===== src/rtl/rsa_pkg.sv =====
// Shared sizing, counter widths and FSM encodings for the modular-exponentiation operand feeder.
package rsa_pkg;

  function automatic int cw(input int n);
    return (n > 1) ? $clog2(n) : 1;
  endfunction

  localparam int K         = 128;
  localparam int N         = 16;
  localparam int W         = 32;
  localparam int GAP_CYC   = 10;
  localparam int TAIL_ZERO = 1;
  localparam int P         = K / W;

  localparam int BEAT_CW = cw(P * N);
  localparam int WORD_CW = cw(N + TAIL_ZERO + 1);
  localparam int GAP_CW  = cw(GAP_CYC + 1);
  localparam int IDX_CW  = cw(N);
  localparam int SUB_CW  = cw(P);

  localparam logic [2:0] ST_LOAD     = 3'd0;
  localparam logic [2:0] ST_START    = 3'd1;
  localparam logic [2:0] ST_GAP      = 3'd2;
  localparam logic [2:0] ST_STREAM   = 3'd3;
  localparam logic [2:0] ST_WAIT_RES = 3'd4;

endpackage


===== src/rtl/rsa_word_packer.sv =====
// Packs P host beats (LS beat first) into one K-bit word tagged with its word index.
// Latency: word presented combinationally alongside the P-th beat, same cycle.
// Backpressure: none; caller only pulses beat_vld on accepted beats, clr drops the partial word.
module rsa_word_packer
  import rsa_pkg::*;
(
  input  logic              clk,
  input  logic              rst_n,
  input  logic              beat_vld,
  input  logic [W-1:0]      beat_dat,
  input  logic              clr,
  output logic              word_vld,
  output logic [IDX_CW-1:0] word_idx,
  output logic [K-1:0]      word_dat
);

  logic [SUB_CW-1:0] sub_q;
  logic [IDX_CW-1:0] idx_q;
  logic [K-1:0]      acc_q;

  always_comb begin
    word_dat = acc_q;
    word_dat[sub_q*W +: W] = beat_dat;
  end

  assign word_vld = beat_vld && !clr && (sub_q == SUB_CW'(P - 1));
  assign word_idx = idx_q;

  always_ff @(posedge clk or negedge rst_n) begin
    if (!rst_n) begin
      sub_q <= '0;
      idx_q <= '0;
      acc_q <= '0;
    end else if (clr) begin
      sub_q <= '0;
      idx_q <= '0;
      acc_q <= '0;
    end else if (beat_vld) begin
      if (sub_q == SUB_CW'(P - 1)) begin
        sub_q <= '0;
        idx_q <= idx_q + 1'b1;
        acc_q <= '0;
      end else begin
        sub_q <= sub_q + 1'b1;
        acc_q <= word_dat;
      end
    end
  end

endmodule


===== src/rtl/me_operand_feeder.sv =====
// Buffers one K*N-bit operand from the host stream, starts the core and streams the words LSW-first.
// Latency: last beat at t -> me_start t+1, first me_x_valid t+2+GAP_CYC, last valid t+1+GAP_CYC+N+TAIL_ZERO.
// Backpressure: s_ready is low from the final beat until the core has returned all N result words.
module me_operand_feeder
  import rsa_pkg::*;
(
  input  logic         clk,
  input  logic         rst_n,
  input  logic [W-1:0] s_data,
  input  logic         s_valid,
  input  logic         s_last,
  output logic         s_ready,
  output logic         me_start,
  output logic [K-1:0] me_x,
  output logic         me_x_valid,
  input  logic         me_valid,
  output logic         busy,
  output logic         done,
  output logic         frame_err
);

  logic [2:0]          state_q;
  logic [BEAT_CW-1:0]  beat_q;
  logic [GAP_CW-1:0]   gap_q;
  logic [WORD_CW-1:0]  word_q;
  logic [WORD_CW-1:0]  res_q;
  logic [K-1:0]        word_mem [N];

  logic                beat_acc;
  logic                at_end;
  logic                bad;
  logic                pk_vld;
  logic [IDX_CW-1:0]   pk_idx;
  logic [K-1:0]        pk_dat;

  assign s_ready  = (state_q == ST_LOAD);
  assign busy     = !s_ready;
  assign me_start = (state_q == ST_START);
  assign beat_acc = s_valid && s_ready;
  assign at_end   = (beat_q == BEAT_CW'(P * N - 1));
  // s_last must coincide exactly with the final beat; anything else aborts the frame.
  assign bad      = beat_acc && (s_last != at_end);

  rsa_word_packer u_packer (
    .clk      (clk),
    .rst_n    (rst_n),
    .beat_vld (beat_acc),
    .beat_dat (s_data),
    .clr      (bad),
    .word_vld (pk_vld),
    .word_idx (pk_idx),
    .word_dat (pk_dat)
  );

  always_ff @(posedge clk or negedge rst_n) begin
    if (!rst_n) begin
      for (int i = 0; i < N; i++) word_mem[i] <= '0;
    end else if (pk_vld) begin
      word_mem[pk_idx] <= pk_dat;
    end
  end

  always_ff @(posedge clk or negedge rst_n) begin
    if (!rst_n) begin
      state_q    <= ST_LOAD;
      beat_q     <= '0;
      gap_q      <= '0;
      word_q     <= '0;
      res_q      <= '0;
      me_x       <= '0;
      me_x_valid <= 1'b0;
      done       <= 1'b0;
      frame_err  <= 1'b0;
    end else begin
      done      <= 1'b0;
      frame_err <= 1'b0;
      case (state_q)
        ST_LOAD: begin
          if (beat_acc) begin
            if (bad) begin
              frame_err <= 1'b1;
              beat_q    <= '0;
            end else if (at_end) begin
              beat_q  <= '0;
              state_q <= ST_START;
            end else begin
              beat_q <= beat_q + 1'b1;
            end
          end
        end
        ST_START: begin
          gap_q   <= '0;
          state_q <= ST_GAP;
        end
        ST_GAP: begin
          // Word 0 is loaded on the last gap cycle so the stream starts with a registered output.
          if (gap_q == GAP_CW'(GAP_CYC - 1)) begin
            me_x       <= word_mem[0];
            me_x_valid <= 1'b1;
            word_q     <= WORD_CW'(1);
            state_q    <= ST_STREAM;
          end else begin
            gap_q <= gap_q + 1'b1;
          end
        end
        ST_STREAM: begin
          if (word_q == WORD_CW'(N + TAIL_ZERO)) begin
            me_x       <= '0;
            me_x_valid <= 1'b0;
            word_q     <= '0;
            res_q      <= '0;
            state_q    <= ST_WAIT_RES;
          end else begin
            me_x   <= (word_q < WORD_CW'(N)) ? word_mem[word_q[IDX_CW-1:0]] : '0;
            word_q <= word_q + 1'b1;
          end
        end
        ST_WAIT_RES: begin
          if (me_valid) begin
            if (res_q == WORD_CW'(N - 1)) begin
              done    <= 1'b1;
              res_q   <= '0;
              state_q <= ST_LOAD;
            end else begin
              res_q <= res_q + 1'b1;
            end
          end
        end
        default: state_q <= ST_LOAD;
      endcase
    end
  end

endmodule


===== config.mk =====
export PLATFORM = sky130hd
export DESIGN_NAME = me_operand_feeder
export DESIGN_NICKNAME = d
export VERILOG_FILES = /design/src/rtl/rsa_pkg.sv /design/src/rtl/rsa_word_packer.sv /design/src/rtl/me_operand_feeder.sv
export SDC_FILE = /design/constraint.sdc
export NUM_CORES = 2
export LEC_CHECK = 0
export ABC_CLOCK_PERIOD_IN_PS = 7800
export CAP_MARGIN = 20
export CELL_PAD_IN_SITES_DETAIL_PLACEMENT = 1
export CELL_PAD_IN_SITES_GLOBAL_PLACEMENT = 1
export CORE_MARGIN = 1.5
export CORE_UTILIZATION = 54
export CTS_CLUSTER_SIZE = 28
export DETAILED_ROUTE_END_ITERATION = 8
export PLACE_DENSITY_LB_ADDON = 0.1
export SYNTH_ARGS = -nofsm -noshare
export SYNTH_HDL_FRONTEND = slang
export SYNTH_SLANG_ARGS = --single-unit

===== constraint.sdc =====
create_clock -name clk -period 7.8 [get_ports clk]
set_input_delay 1.95 -clock clk [delete_from_list [all_inputs] [get_ports clk]]
set_output_delay 1.95 -clock clk [all_outputs]
set_load 0.02 [all_outputs]

Word level (Yosys, flattened, before mapping)
Cells that the tools add are included.
{ "word_totals": {"reg_bits": 2336, "in_bits": 37, "output_inout_bits": 134, "wordCells": 129} }
{ "classes": {"add_sub_neg": 7, "order_cmp": 4, "eq_ne": 18, "n_shift": 2, "mux": 48, "n_bitwise": 2, "reduce_logical": 20} }
{ "op_table": {"columns": ["operator", "n"], "rows": [
  ["2048-bit bitwise mux", 1],
  ["128-bit 2-to-1 mux", 9],
  ["128-bit binary-select mux with 4-bit select", 1],
  ["128-bit demux with 4-bit select", 1],
  ["128-bit case mux with 2 select lines", 1],
  ["128-bit bitwise mux", 1],
  ["32-bit by 34-bit variable shift with 128-bit output, first input constant", 1],
  ["32-bit by 34-bit indexed part select with 128-bit output", 1],
  ["7-bit negation with 34-bit output", 1],
  ["5-bit 2-to-1 mux", 5],
  ["3-bit 2-to-1 mux", 7],
  ["5-bit case mux with 2 select lines", 2],
  ["4-bit 2-to-1 mux", 4],
  ["3-bit case mux with 5 select lines", 1],
  ["6-bit 2-to-1 mux", 2],
  ["2-bit inequality test, second input constant", 6],
  ["5-bit by 1-bit adder with 5-bit output, second input constant", 2],
  ["5-bit greater-or-equal comparator, second input constant", 2],
  ["4-bit inverter with 5-bit output", 2],
  ["2-bit nonzero test", 5],
  ["4-bit by 1-bit adder with 4-bit output, second input constant", 2],
  ["1-bit 2-to-1 mux", 8],
  ["4-bit case mux with 2 select lines", 1],
  ["2-bit AND reduction", 4],
  ["other kinds (21)", 31]
]} }

Longest topological paths before layout
{ "logic_depth": {"word_depth": 7, "depth_mapped": 11, "mapped_depth_nobuf": 7} }

Modules after synthesis
A second synthesis with hierarchy kept.
{ "hier_totals": {"hier_cells": 7279, "hier_area_um2": 105949.1} }
{ "by_module_without_submodules": {"columns": ["mod", "n_inst", "cells_each", "area_per_inst_um2", "seq_area_each_um2"], "rows": [
  ["me_operand_feeder", 1, 6678, 99126.3, 55102.8],
  ["rsa_word_packer", 1, 601, 6822.8, 3353.2]
]} }

Least setup slack after synthesis
No wires, ideal clock.
{ "synth_timing": {"path_type": "input port to flip-flop", "start": "in s_last", "end": "reg word_mem[1655] (netlist name)", "setup_ns": 0.137, "arrival_ns": 3.668, "required_time_ns": 7.663, "setup_slack_ns": 3.996, "path_stages": 9, "n_path_buf": 5, "cell_sequence": "clkbuf_2 or3_1 clkbuf_1 nand3_1 or4_1 clkbuf_1 buf_2 buf_6 mux2i_1"} }
{ "synth_via": {"elab_chain_len": 5} }
{ "synth_rtl": {"columns": ["element", "line_no", "source"], "rows": [
  ["from (decl)", "me_operand_feeder.sv:11", "input logic s_last,"],
  ["1-bit inequality test", "me_operand_feeder.sv:42", "assign bad = beat_acc && (s_last != at_end);"],
  ["1-bit logical AND", "me_operand_feeder.sv:42", null],
  ["1-bit logical NOT", "rsa_word_packer.sv:26", "assign word_vld = beat_vld && !clr && (sub_q == SUB_CW'(P - 1));"],
  ["1-bit logical AND (2 in series)", "rsa_word_packer.sv:26", null],
  ["to (signal, indexed assignment)", "me_operand_feeder.sv:59", "word_mem[pk_idx] <= pk_dat;"],
  ["to (decl)", "me_operand_feeder.sv:27", "logic [K-1:0] word_mem [N];"]
]} }
No other way between the ends.
A chain may end at the register's enable or synchronous reset.

Worst setup path in the final report
{ "layout_timing": {"start": "reg state_q[0]", "end": "out me_start"} }
{ "layout_via": {"elab_chain_len": 1} }
{ "layout_rtl": {"columns": ["element", "line_no", "source"], "rows": [
  ["from (decl)", "me_operand_feeder.sv:22", "logic [2:0] state_q;"],
  ["from (signal assigned)", "me_operand_feeder.sv:65", "state_q <= ST_LOAD;"],
  ["from (signal assigned)", "me_operand_feeder.sv:85", "state_q <= ST_START;"],
  ["from (signal assigned)", "me_operand_feeder.sv:93", "state_q <= ST_GAP;"],
  ["3-bit by 1-bit equality test with 1-bit output", "me_operand_feeder.sv:38", "assign me_start = (state_q == ST_START);"],
  ["to (decl)", "me_operand_feeder.sv:13", "output logic me_start,"]
]} }
No other way between the ends.

==> flow_metrics.env <==
export IMPL_most_repeated_cell_in_the_gate_level_netlist_after_synthesis="dfrtp_1"
export IMPL_seqPwrFrac=0.445
export IMPL_vdd_ir_drop_max_uv=251
export IMPL_power_clock_fraction=0.398
export IMPL_viasPerCell=6.32
export IMPL_timing_clock_skew_ns=0.0214
export IMPL_synthCells=9704
export IMPL_initial_utilization=0.545
export IMPL_power_net_switching_mw=8.42
export IMPL_worstPathArrival_ns=3.14
export IMPL_setup_worst_path_start="state_q[0]$_DFFE_PN0P_"
export IMPL_synthesis_area_mm2=0.101
export IMPL_grt_pass1_vias=83700
export IMPL_netlist_cell_type_count=51
export IMPL_cells_resized_by_post_cts_repair=0
export IMPL_run_status="finished, final reports clean"
export IMPL_floorplan_rows=158
export IMPL_tcrit_tclk_final=0.653
export IMPL_cts_sinks=2336
export IMPL_synth_top_cells_by_count="dfrtp_1, nand2_1, o21ai_0"
export IMPL_critical_path_endpoint_type="output port"
export IMPL_routed_wl_um=327000
export IMPL_dr_first_iter_drc_count=6142
export IMPL_portBuffers=170
export IMPL_maxSlewHeadroom=0.182
export IMPL_grt_max_degree=169
export IMPL_synth_seq_cells=2336
export IMPL_fp_dieArea_mm2=0.190
export IMPL_htree_levels=4
export IMPL_drc=0
export IMPL_place_ws_ns=1.95
export IMPL_ctsLongestPathBuffers=3
export IMPL_cts_hold_repair_buffers=0
export IMPL_crit_required_ns=5.85
export IMPL_cell_int_power_mw=20.7
export IMPL_grt_setup_unrepaired="false"
export IMPL_design_core_area_mm2=0.186
export IMPL_overflow=0
export IMPL_final_min_clock_period_ns=5.09
export IMPL_layout_setup_ws_ns=2.71
export IMPL_hold_violations=0
export IMPL_synth_enable_flop_cells=0
export IMPL_swShare=0.289
export IMPL_cts_made_buffers=238
export IMPL_cp_start_kind="register"
export IMPL_path_clk_slew_ns=0.06
export IMPL_netlist_top_cell_by_area="dfrtp_1"
export IMPL_postSynth_topFlopCell="dfrtp_1"
export IMPL_max_cap_viol_count=0
export IMPL_synthDominantCellAreaShare=0.577
export IMPL_layout_drive_gt1_share=0.0975
export IMPL_final_max_slew_violation_count=0
export IMPL_setup_tns_ns=0
export IMPL_place_detailed_hpwl_um=178000
export IMPL_timing_worst_setup_path_type="reg2out"
export IMPL_grt_usage=0.345
export IMPL_setup_viol=0
export IMPL_syn_nets=9757
export IMPL_die_height_um=436
export IMPL_post_dr_wirelength_cell_um=26.8
export IMPL_tightestPinTransition_ns=1.23
export IMPL_die_width_um=436
export IMPL_finalWeightedCongestion=0.777
export IMPL_min_delay_path_class="reg2reg"
export IMPL_detailedRoute_firstPassIterationCount=5
export IMPL_cellPowerDensity_mw_per_mm2=257
export IMPL_post_layout_total_power_mw=29.1
export IMPL_postSynth_asyncResetShare=1.00
export IMPL_via_count=77200
export IMPL_clock_tree_from_tritoncts="yes"
export IMPL_antenna_found_initial=14
export IMPL_min_from="u_packer.acc_q[15]$_DFFE_PN0P_"
export IMPL_pin_count=171
export IMPL_cts_repair_timing_setup_buffer_count=0
export IMPL_syn_avg_cell_area_um2=10.4
export IMPL_p_comb_frac=0.157
export IMPL_clk_root_buffer_cell="clkbuf_16"
export IMPL_area_growth_pct=11.8
export IMPL_highest_clock_rate_mhz=196
export IMPL_yosys_warnings=0
export IMPL_clk_latency_worst_skew_pair_ns=0.88
export IMPL_reg2reg_setup_slack_ns=3.31
export IMPL_timing_critical_path_fanout_max=57
export IMPL_synth_area_leaders="dfrtp_1, mux2i_1, o21ai_0"
export IMPL_power_leakage_nw=50.8
export IMPL_grt_first_pass_wirelength_um=506000
export IMPL_ys_seq_area_frac=0.577
export IMPL_final_core_util=0.609
export IMPL_post_detailed_route_count_of_antenna_violating_nets=0
export IMPL_worstReg2RegStart="state_q[0]$_DFFE_PN0P_"
export IMPL_nets=9565
final cells by class:
type,count,area [um^2]
inverters,139,522
diodes,31,77.6
clock inverters,62,696
flip-flops and latches,2336,58500
well taps,2480,3100
multi-input cells,6344,38800
clock buffers,375,7230
fillers,19500,72700
repair buffers,453,4480
worst max-delay path: stages, from the launching register on:
cell	delay, ns
dfrtp_4	1.23
nand2_1	0.24
inv_1	0.18
clkdlybuf4s50_1	0.62
cell families (layout without fill, tap and decap cells):
kind of cell,count (synthesis),count (layout),synth area share
buf+inv,1024,1029,0.0429
xor+xnor,2,2,0.000173
other cells,0,31,0
compound gates,2734,2734,0.145
simple gates,2695,2695,0.113
flops,2336,2336,0.577
fa+ha+maj,16,16,0.00197
mux,897,897,0.120
power groups by stage:
stage                     combinational (mW)  sequential [mW]  clock (mW)
after floorplan                         2.89             13.0           0
after global placement                  4.35             13.1           0
after detailed placement                4.48             13.2           0
after CTS                               4.51             13.0        11.7
after global routing                    4.87             13.0        12.2
final                                   4.57             13.0        11.6
per-layer routing:
metal  global-route usage  wire, um  vias to the layer above  part of all wire
li1                     -         -                    33300                 -
met1                0.446    134000                    40800              0.41
met2                0.576    161000                     2227              0.49
met3               0.0514     17000                      787             0.052
met4                0.163     15700                        6             0.048
met5                    0        34                        -           0.00010
flip-flops by register name, summed over array words and instances (netlist names):
signal	flops
word_mem	2048
word_q	5
res_q	5
u_packer.sub_q	2
gap_q	4
me_x_valid	1
state_q	3
frame_err	1
beat_q	6
u_packer.acc_q	128
done	1
me_x	128
u_packer.word_idx	4
final timing paths:
kind,to,cells past startpoint
worst max-delay path,me_start,3
worst min-delay path,u_packer.acc_q[15]$_DFFE_PN0P_,2
worst max register to register,word_mem[1233]$_DFFE_PN0P_,7
worst min register to register,u_packer.acc_q[15]$_DFFE_PN0P_,2
max in group asynchronous,word_mem[161]$_DFFE_PN0P_,3
min in group asynchronous,word_mem[1012]$_DFFE_PN0P_,1
per-stage QoR:
| stage | cell area [um^2] | cells | hold WS (ns) |
|---|---|---|---|
| 4_1_cts | 113000 | 12200 | 0.476 |
| 3_3_place_gp | 105000 | 11700 | 0.454 |
| 3_5_place_dp | 105000 | 11700 | 0.463 |
| 6_report | 113000 | 12200 | 0.473 |
| 2_1_floorplan | 101000 | 9704 | 0.442 |
| 5_1_grt | 113000 | 12200 | 0.486 |
cells in the final DEF, fill, tap and decap left out, drive strengths merged, types with 145 or more instances in the layout:
cell           instances
o21ai               1177
nand3                275
dfrtp               2336
nand2               1182
mux2i                640
nor2                 914
buf                  284
a21oi               1155
mux4                 256
clkdlybuf4s50        169
clkbuf               375
a22oi                384
inv                  145
Power figures use the tool's default switching activity.
